==> config.mk <==
export PLATFORM = sky130hd
export DESIGN_NAME = mux_path_arbiter
export DESIGN_NICKNAME = d
export VERILOG_FILES = /design/src/rtl/mux_arb_pkg.sv /design/src/rtl/rr_pick3.sv /design/src/rtl/mux_path_arbiter.sv
export SDC_FILE = /design/constraint.sdc
export NUM_CORES = 1
export LEC_CHECK = 0
export ABC_AREA = 0
export CORE_MARGIN = 5
export CORE_UTILIZATION = 33
export DETAILED_ROUTE_END_ITERATION = 6
export PLACE_DENSITY = 0.82
export SETUP_SLACK_MARGIN = 0.2
export SYNTH_ARGS = -nofsm -noshare
export SYNTH_HDL_FRONTEND = slang
export SYNTH_SLANG_ARGS = --single-unit
==> constraint.sdc <==
create_clock -name clk -period 2.9 [get_ports clk]
set_clock_uncertainty 0.15 [all_clocks]
set_input_delay 0.725 -clock clk [delete_from_list [all_inputs] [get_ports clk]]
set_output_delay 0.725 -clock clk [all_outputs]
set_load 0.03 [all_outputs]
==> src/rtl/mux_arb_pkg.sv <==
// Shared constants and helpers for the mux path arbiter.
package mux_arb_pkg;

    localparam int N_REQ = 3;

    // Mux4_1 selector encoding: three data inputs plus an idle code.
    localparam logic [1:0] SEL_IN0  = 2'd0;
    localparam logic [1:0] SEL_IN1  = 2'd1;
    localparam logic [1:0] SEL_IN2  = 2'd2;
    localparam logic [1:0] SEL_IDLE = 2'd3;

    // Next requester index with wrap: (ptr + 1) mod 3.
    function automatic logic [1:0] next_idx(input logic [1:0] ptr);
        return (ptr >= 2'd2) ? 2'd0 : ptr + 2'd1;
    endfunction

endpackage

==> src/rtl/rr_pick3.sv <==
// Combinational 3-way rotating priority picker. The requester just after
// ptr_i has the highest priority; ptr_i itself is scanned last.
module rr_pick3
    import mux_arb_pkg::*;
(
    input  logic [N_REQ-1:0] req_i,
    input  logic [1:0]       ptr_i,
    output logic [N_REQ-1:0] gnt_o,
    output logic [1:0]       idx_o,
    output logic             any_o
);

    // Scan order: cand[0] is checked first, cand[N_REQ-1] (== ptr_i) last.
    logic [1:0] cand [N_REQ];

    assign cand[0] = next_idx(ptr_i);

    generate
        for (genvar gi = 1; gi < N_REQ; gi++) begin : g_cand
            assign cand[gi] = next_idx(cand[gi-1]);
        end
    endgenerate

    // Walk the scan order backwards so the earliest candidate wins.
    always_comb begin
        gnt_o = '0;
        idx_o = SEL_IDLE;
        any_o = 1'b0;
        for (int k = N_REQ - 1; k >= 0; k--) begin
            if (req_i[cand[k]]) begin
                idx_o = cand[k];
                any_o = 1'b1;
            end
        end
        if (any_o) begin
            gnt_o = N_REQ'(1) << idx_o;
        end
    end

endmodule

==> src/rtl/mux_path_arbiter.sv <==
// Round-robin arbiter for the shared 3-input result mux, with a 1-entry
// valid/ready output register. Optional owner locking is enabled by
// defining ARB_LOCK_EN; the default build is pure round-robin.
module mux_path_arbiter
    import mux_arb_pkg::*;
#(
    parameter int DATA_W   = 32,
    parameter int MAX_HOLD = 4
) (
    input  logic              clk,
    input  logic              rst_n,
    input  logic [N_REQ-1:0]  req_i,
    input  logic [N_REQ-1:0]  lock_i,
    input  logic [DATA_W-1:0] data0_i,
    input  logic [DATA_W-1:0] data1_i,
    input  logic [DATA_W-1:0] data2_i,
    output logic [N_REQ-1:0]  gnt_o,
    output logic [1:0]        sel_o,
    output logic              out_valid_o,
    output logic [DATA_W-1:0] out_data_o,
    input  logic              out_ready_i
);

    logic              out_valid_q, out_valid_d;
    logic [DATA_W-1:0] out_data_q, out_data_d;
    logic [1:0]        rr_ptr_q, rr_ptr_d;

    logic              can_accept;
    logic              grant;
    logic              lock_win;
    logic [N_REQ-1:0]  rr_gnt;
    logic [1:0]        rr_idx;
    logic              rr_any;
    logic [1:0]        win_idx;
    logic [DATA_W-1:0] mux_data;

    assign can_accept = !out_valid_q || out_ready_i;

    rr_pick3 u_pick (
        .req_i (req_i),
        .ptr_i (rr_ptr_q),
        .gnt_o (rr_gnt),
        .idx_o (rr_idx),
        .any_o (rr_any)
    );

`ifdef ARB_LOCK_EN
    localparam int HOLD_W = $clog2(MAX_HOLD) + 1;

    logic [HOLD_W-1:0] hold_cnt_q, hold_cnt_d;

    // The current owner keeps the path while it locks and has budget left.
    assign lock_win = req_i[rr_ptr_q] && lock_i[rr_ptr_q]
                      && (hold_cnt_q < HOLD_W'(MAX_HOLD - 1));

    // Count grants won through the lock; any other grant restarts the count.
    always_comb begin
        hold_cnt_d = hold_cnt_q;
        if (grant) begin
            hold_cnt_d = lock_win ? hold_cnt_q + HOLD_W'(1) : '0;
        end
    end

    // Lock hold counter register.
    always_ff @(posedge clk or negedge rst_n) begin
        if (!rst_n) begin
            hold_cnt_q <= '0;
        end else begin
            hold_cnt_q <= hold_cnt_d;
        end
    end
`else
    assign lock_win = 1'b0;
    logic unused_lock_cfg;
    assign unused_lock_cfg = ^{lock_i, 32'(MAX_HOLD)};
`endif

    // Winner selection and grant outputs; no grant is shown while in reset.
    always_comb begin
        grant   = rst_n && can_accept && (rr_any || lock_win);
        win_idx = lock_win ? rr_ptr_q : rr_idx;
        gnt_o   = '0;
        sel_o   = SEL_IDLE;
        if (grant) begin
            gnt_o = lock_win ? (N_REQ'(1) << rr_ptr_q) : rr_gnt;
            sel_o = win_idx;
        end
    end

    // Mux4_1 datapath; the idle input is never captured.
    always_comb begin
        mux_data = '0;
        case (sel_o)
            SEL_IN0: mux_data = data0_i;
            SEL_IN1: mux_data = data1_i;
            SEL_IN2: mux_data = data2_i;
            default: mux_data = '0;
        endcase
    end

    // Output register next state: capture on grant, empty on a bare transfer.
    always_comb begin
        out_valid_d = out_valid_q;
        out_data_d  = out_data_q;
        rr_ptr_d    = rr_ptr_q;
        if (grant) begin
            out_valid_d = 1'b1;
            out_data_d  = mux_data;
            rr_ptr_d    = win_idx;
        end else if (out_valid_q && out_ready_i) begin
            out_valid_d = 1'b0;
        end
    end

    // State registers; rr_ptr resets to 2 so requester 0 is first in line.
    always_ff @(posedge clk or negedge rst_n) begin
        if (!rst_n) begin
            out_valid_q <= 1'b0;
            out_data_q  <= '0;
            rr_ptr_q    <= SEL_IN2;
        end else begin
            out_valid_q <= out_valid_d;
            out_data_q  <= out_data_d;
            rr_ptr_q    <= rr_ptr_d;
        end
    end

    assign out_valid_o = out_valid_q;
    assign out_data_o  = out_data_q;

endmodule
==> key figures, run 1 <==
Status
  – Status: finished, final reports clean

Worst setup path
  – Setup CP Type: in -> out
  – FF-to-FF Start: rr_ptr_q[1]$_DFFE_PN1P_
  – Reg2reg path depth: 6
  – Req. time, crit path: 2.03 ns
  – CP max FO: 3
  – Critical Path End Type: output port
  – Crit path DAT: 1.78 ns
  – Startpoint types: input port
  – R2R Path End: out_data_o[1]$_DFFE_PN0P_
  – Worst reg2reg setup slack: approximately 0.85 ns

Timing
  – RSZ-0062 raised after global routing: no
  – Worst-margin pin slew: between 0.4 and 0.5 ns
  – F_max: 376 MHz
  – Tmin final: roughly 2.7 ns
  – Slew margin rel.: about 70%
  – Final setup vio count: 0
  – Final Hold Fails: 0
  – Fin crit share: 91.7%
  – Setup_tns: 0 ns
  – Max Slew Vio Count: 0

Floorplanning
  – DIE AREA: between 7000 and 8000 um^2
  – Core ar.: around 5500 um^2
  – Initial core utilization: between 30% and 40%
  – Chip height: 84.9 um
  – Rows: 27
  – Die width: between 80 and 90 um
  – IO Count: 143

Clocking
  – TritonCTS clock tree: built
  – Sink Count: 35
  – H-tree Lvls: 2
  – CTS Root Cell: clkbuf_8
  – Clock Latency Late Sink: 0.28 ns
  – Clock transition at path regs: 0.07 ns
  – Hold_buf cts: 0
  – Max Root-Sink Buffers: 2
  – Num CTS Buffers: 5

Layout
  – N_diodes: 0
  – Layout cells sized above 1: between 10% and 20%
  – Commonest non-fill, non-tap cell in the layout: clkdlybuf4s50_1
  – Nets@finish: 420
  – Area grow syn2layout: 91.7%
  – Final core utilization: around two thirds
  – Leading cell types in the layout, fill and taps excluded: clkdlybuf4s50_1, dfrtp_1, mux2i_1, a22oi_1, buf_4

Place
  – HPWL reported at the end of detailed placement: 5240 um
  – GPL Wtd Cong: about 0.85
  – Input/output buffers: about 140

Drt
  – Routed Wire Length: about 6700 um
  – DRC: 0
  – Post-route ant nets: 0
  – Drt wl/cell: 17.2 um
  – Initial detailed-routing violation count: between 60 and 70
  – Drt first pass iters: 4
  – Via/cell ratio: 5.10
  – Via count: 1980

Power and ir drop
  – Leak Pwr: 1.56 nW
  – Pwr dens: just under 600 nW/um^2
  – VDD IR max: 310 uV

Logic synthesis
  – Dominant cells by area after synthesis: dfrtp_1, mux2i_1, a22oi_1
  – Mapped cell area: about 1900 um^2
  – EDFF count, synth: 0
  – Post-Syn Nets: between 200 and 300
  – Synth top area share: ~46%
  – Seq/Total Area, Yosys: a little under half
  – Yosys warning total: 0
  – Synth Flop Type: dfrtp_1
  – Synthesized area per cell: 11.4 um^2
  – Synth unique cells: 25
  – #FFs+latches synth: 35
  – Post-synth ARST share: 100%
  – Synth Instances: roughly 160
  – Cell taking the most area after synthesis: dfrtp_1

Global routing
  – Vias in the first global route: 2175
  – First-pass GRT wire length: about 11000 um
  – Grt total ovfl: 0
  – Pin count of the biggest net entering global routing: 36
  – Initial antenna violation count: 0
  – All-Layer GR Usage: a little under a fifth

Flow run
  – Max-Cap Viols: 0

Hold path
  – Worst min path class: in -> async
[flip-flops by register name (all words and copies together) (netlist names)]
register / cells
out_valid_o: 1
out_data_o: 32
rr_ptr_q: 2
[per-stage QoR]
stage | area, um^2 | setup slack [ns] | hold slack (ns) | std cells | total power [mW]
after global placement | 3370 | -0.122 | 0.347 | 375 | 1.64
after floorplan | 1900 | 0.181 | 0.279 | 163 | 1.20
final | 3550 | 0.241 | 0.367 | 388 | 2.05
after global routing | 3550 | 0.201 | 0.380 | 388 | 2.16
after detailed placement | 3370 | -0.189 | 0.352 | 375 | 1.67
after CTS | 3540 | 0.220 | 0.372 | 386 | 2.08
[kinds of logic (layout without fill, tap and decap cells)]
| group | count (synthesis) | in the layout | share of synthesized area [%] |
|---|---|---|---|
| buffers and inverters | 13 | 166 | 3.71 |
| AOI/OAI and AO/OA | 66 | 66 | 26.4 |
| DFF | 35 | 35 | 47.3 |
| and+or+nand+nor | 17 | 17 | 5.27 |
| muxes | 32 | 32 | 17.3 |
[what timing repair did]
| action | in CTS | in global routing |
|---|---|---|
| setup endpoints to repair | 5 | 5 |
| resized for setup | 19 | 1 |
| pin swaps | 5 | 3 |
| buffers inserted | 3 | 2 |
[worst max-delay path: stages]
cell           delay [ns]
dlygate4sd2_1        0.26
o31ai_4              0.27
nand2b_4             0.19
a21o_1               0.15
buf_4                0.18
[worst max path at each step]
stage	from	end	slack [ns]	cells after the start
2_1_floorplan	req_i[2]	gnt_o[0]	0.18	6
3_3_place_gp	req_i[2]	gnt_o[0]	-0.12	6
3_5_place_dp	req_i[2]	gnt_o[0]	-0.19	6
4_1_cts	req_i[2]	gnt_o[0]	0.22	6
5_1_grt	req_i[0]	sel_o[1]	0.20	5
6_report	req_i[0]	sel_o[1]	0.24	5
[layer usage]
layer  share of wire (%)  wire, um  track usage (%)
met1                  38      2570             21.3
met2                  49      3300             32.3
met3                  11       757             8.25
met4                0.94        63             4.89
met5                   0         0                0
[Yosys cell counts (2+ instances only)]
| library cell | instances |
|---|---|
| o21ai_1 | 19 |
| mux2i_1 | 32 |
| a221o_1 | 7 |
| nor2_1 | 8 |
| dfrtp_1 | 34 |
| o21ai_0 | 6 |
| a22oi_1 | 25 |
| a21o_1 | 2 |
| buf_2 | 4 |
| nand2b_1 | 3 |
| buf_4 | 4 |
| nand2_1 | 3 |
| clkbuf_1 | 4 |
[report_power, final]
part / internal, mW / switching [mW]
sequential: 0.608 / 0.0720
combinational: 0.486 / 0.506
clock: 0.217 / 0.165
[cell type report]
type / count / area, um^2
tap: 72 / 90.1
inverter: 1 / 3.75
timing repair buffer: 157 / 1510
clock buffer: 8 / 100
fill: 471 / 1920
multi-input combinational: 115 / 967
sequential: 35 / 877
(Power assumes the default switching activity.)
==> run 2, diff against run 1 <==
REMOVE_ABC_BUFFERS = 1   (was not set)
==> key figures, run 2 (synthesis results as in run 1) <==
Global routing
  – All-Layer GR Usage: 18.4% (was 18.8%)
  – Initial antenna violation count: 0 (unchanged)
  – First-pass GRT wire length: 10700 um (was 10800 um)
  – Vias in the first global route: 2106 (was 2175)
  – Grt total ovfl: 0 (unchanged)
  – Pin count of the biggest net entering global routing: 36 (unchanged)

Place
  – GPL Wtd Cong: 0.754 (was 0.849)
  – Placement Cell Area: 3380 um^2 (was 3370 um^2)
  – Dpl ws: -0.161 ns (was -0.189 ns)
  – Input/output buffers: 139 (unchanged)
  – HPWL reported at the end of detailed placement: 5160 um (was 5240 um)
  – Post-Place Cells: 378 (was 375)

Layout
  – Fillcell total: 455 (was 471)
  – Post-route cell area: 3610 um^2 (was 3550 um^2)
  – Largest register FFs: 32 (unchanged)
  – N_diodes: 0 (unchanged)
  – Commonest non-fill, non-tap cell in the layout: clkdlybuf4s50_1 (unchanged)
  – Leading cell types in the layout, fill and taps excluded: clkdlybuf4s50_1, dfrtp_1, mux2i_1, a22oi_1, buf_4 (unchanged)
  – Layout cells sized above 1: 16.8% (was 14.9%)
  – Nets@finish: 425 (was 420)
  – Multi-input logic area: 977 um^2 (was 967 um^2)
  – Fin cells: 393 (was 388)
  – Area grow syn2layout: 95.0% (was 91.7%)
  – FF/Latch Area: 877 um^2 (unchanged)

Timing
  – RSZ-0062 raised after global routing: no (unchanged)
  – Fin crit share: 90.3% (was 91.7%)
  – F_max: 382 MHz (was 376 MHz)
  – Tmin final: 2.62 ns (was 2.66 ns)
  – Final setup vio count: 0 (unchanged)
  – Slew margin rel.: 69.7% (was 69.8%)
  – Setup_tns: 0 ns (unchanged)
  – Worst-margin pin slew: 0.455 ns (was 0.452 ns)
  – Max Slew Vio Count: 0 (unchanged)
  – Fin worst setup slack: 0.283 ns (was 0.241 ns)
  – Final Hold Fails: 0 (unchanged)

Clocking
  – Max Root-Sink Buffers: 2 (unchanged)
  – Hold_buf cts: 0 (unchanged)
  – Sink Count: 35 (unchanged)
  – H-tree Lvls: 2 (unchanged)
  – CTS Root Cell: clkbuf_8 (unchanged)
  – Clock Latency Late Sink: 0.27 ns (was 0.28 ns)
  – TritonCTS clock tree: built (unchanged)
  – Clock transition at path regs: 0.07 ns (about the same)
  – Num CTS Buffers: 5 (unchanged)

Drt
  – Via/cell ratio: 5.15 (was 5.10)
  – Drt wl/cell: 17.2 um (about the same)
  – Post-route ant nets: 0 (unchanged)
  – Routed Wire Length: 6740 um (was 6690 um)
  – Via count: 2022 (was 1980)
  – Initial detailed-routing violation count: 100 (was 65)
  – Drt first pass iters: 4 (unchanged)
  – DRC: 0 (unchanged)

Worst setup path
  – Crit path DAT: 1.74 ns (was 1.78 ns)
  – FF-to-FF Start: rr_ptr_q[1]$_DFFE_PN1P_ (unchanged)
  – Req. time, crit path: 2.03 ns (about the same)
  – Critical Path End Type: output port (unchanged)
  – Startpoint types: input port (unchanged)
  – R2R Path End: out_data_o[30]$_DFFE_PN0P_ (was out_data_o[1]$_DFFE_PN0P_)
  – Worst setup path start: req_i[2] (was req_i[0])
  – CP max FO: 3 (unchanged)
  – Worst reg2reg setup slack: 0.39 ns (was 0.85 ns)
  – Reg2reg path depth: 13 (was 6)
  – Setup CP Type: in -> out (unchanged)
  – Capture point of the worst path: sel_o[1] (unchanged)

Power and ir drop
  – VDD IR max: 316 uV (was 310 uV)
  – Leak Pwr: 1.59 nW (was 1.56 nW)
  – Pwr dens: 572 nW/um^2 (was 578 nW/um^2)
  – Final Total Pwr: 2.07 mW (was 2.05 mW)

Floorplanning
  – Rows: 27 (unchanged)
  – Die width: 84.9 um (unchanged)
  – Chip height: 84.9 um (unchanged)
  – IO Count: 143 (unchanged)
  – Initial core utilization: 33.9% (unchanged)
  – DIE AREA: 7210 um^2 (unchanged)
  – Core ar.: 5470 um^2 (unchanged)

Status
  – Status: finished, final reports clean (unchanged)

Flow run
  – Max-Cap Viols: 0 (unchanged)

Hold path
  – Worst min path class: in -> async (unchanged)
==> run 2: through the flow <==
stage / utilization [%] / hold WS (ns)
2_1_floorplan: - / 0.279
3_3_place_gp: 61.8 / 0.347
3_5_place_dp: 61.8 / 0.352
4_1_cts: 66.3 / 0.374
5_1_grt: 66.0 / 0.394
6_report: 66.0 / 0.367
==> run 2: layout make-up <==
type                            count  share of cell area (%)
Clock buffer                        8                    2.77
Sequential cell                    35                    24.3
Multi-Input combinational cell    115                    27.0
Tap cell                           72                    2.49
Timing Repair Buffer              162                    43.3
Inverter                            1                   0.104
==> run 2: how the worst min path moves through the flow <==
stage,from,end,slack (ns),cells after the start
after floorplan,rst_n,out_data_o[0]$_DFFE_PN0P_,0.28,0
after global placement,out_data_o[13]$_DFFE_PN0P_,out_data_o[13]$_DFFE_PN0P_,0.35,2
after detailed placement,out_valid_o$_DFFE_PN0P_,out_valid_o$_DFFE_PN0P_,0.35,2
after CTS,out_data_o[27]$_DFFE_PN0P_,out_data_o[27]$_DFFE_PN0P_,0.37,1
after global routing,out_data_o[15]$_DFFE_PN0P_,out_data_o[15]$_DFFE_PN0P_,0.39,2
final,rst_n,out_data_o[3]$_DFFE_PN0P_,0.37,2
==> run 2: worst max-delay path, cell delays in order <==
cell and delay, ns:
buf_2 0.11, buf_6 0.12, o31ai_4 0.29, nand2b_4 0.22, a21o_1 0.13, buf_6 0.14
==> run 2: per-layer routing <==
layer	GRT usage, %	share of wire, %	up-vias
li1	-	-	942
met1	20.4	37	981
met2	33.2	54	86
met3	4.85	6.8	13
met4	7.34	2.4	0
met5	0	0	-
==> run 2: timing repair <==
item	in CTS	in global routing
buffers inserted	7	0
resized for setup	26	5
setup endpoints to repair	5	12
pin swaps	4	3
==> run 2: power by group <==
| part | switching (mW) | internal (mW) | total (mW) |
|---|---|---|---|
| Sequential | 0.0646 | 0.608 | 0.672 |
| Combinational | 0.509 | 0.501 | 1.01 |
| Clock | 0.169 | 0.217 | 0.386 |
| Total | 0.743 | 1.33 | 2.07 |
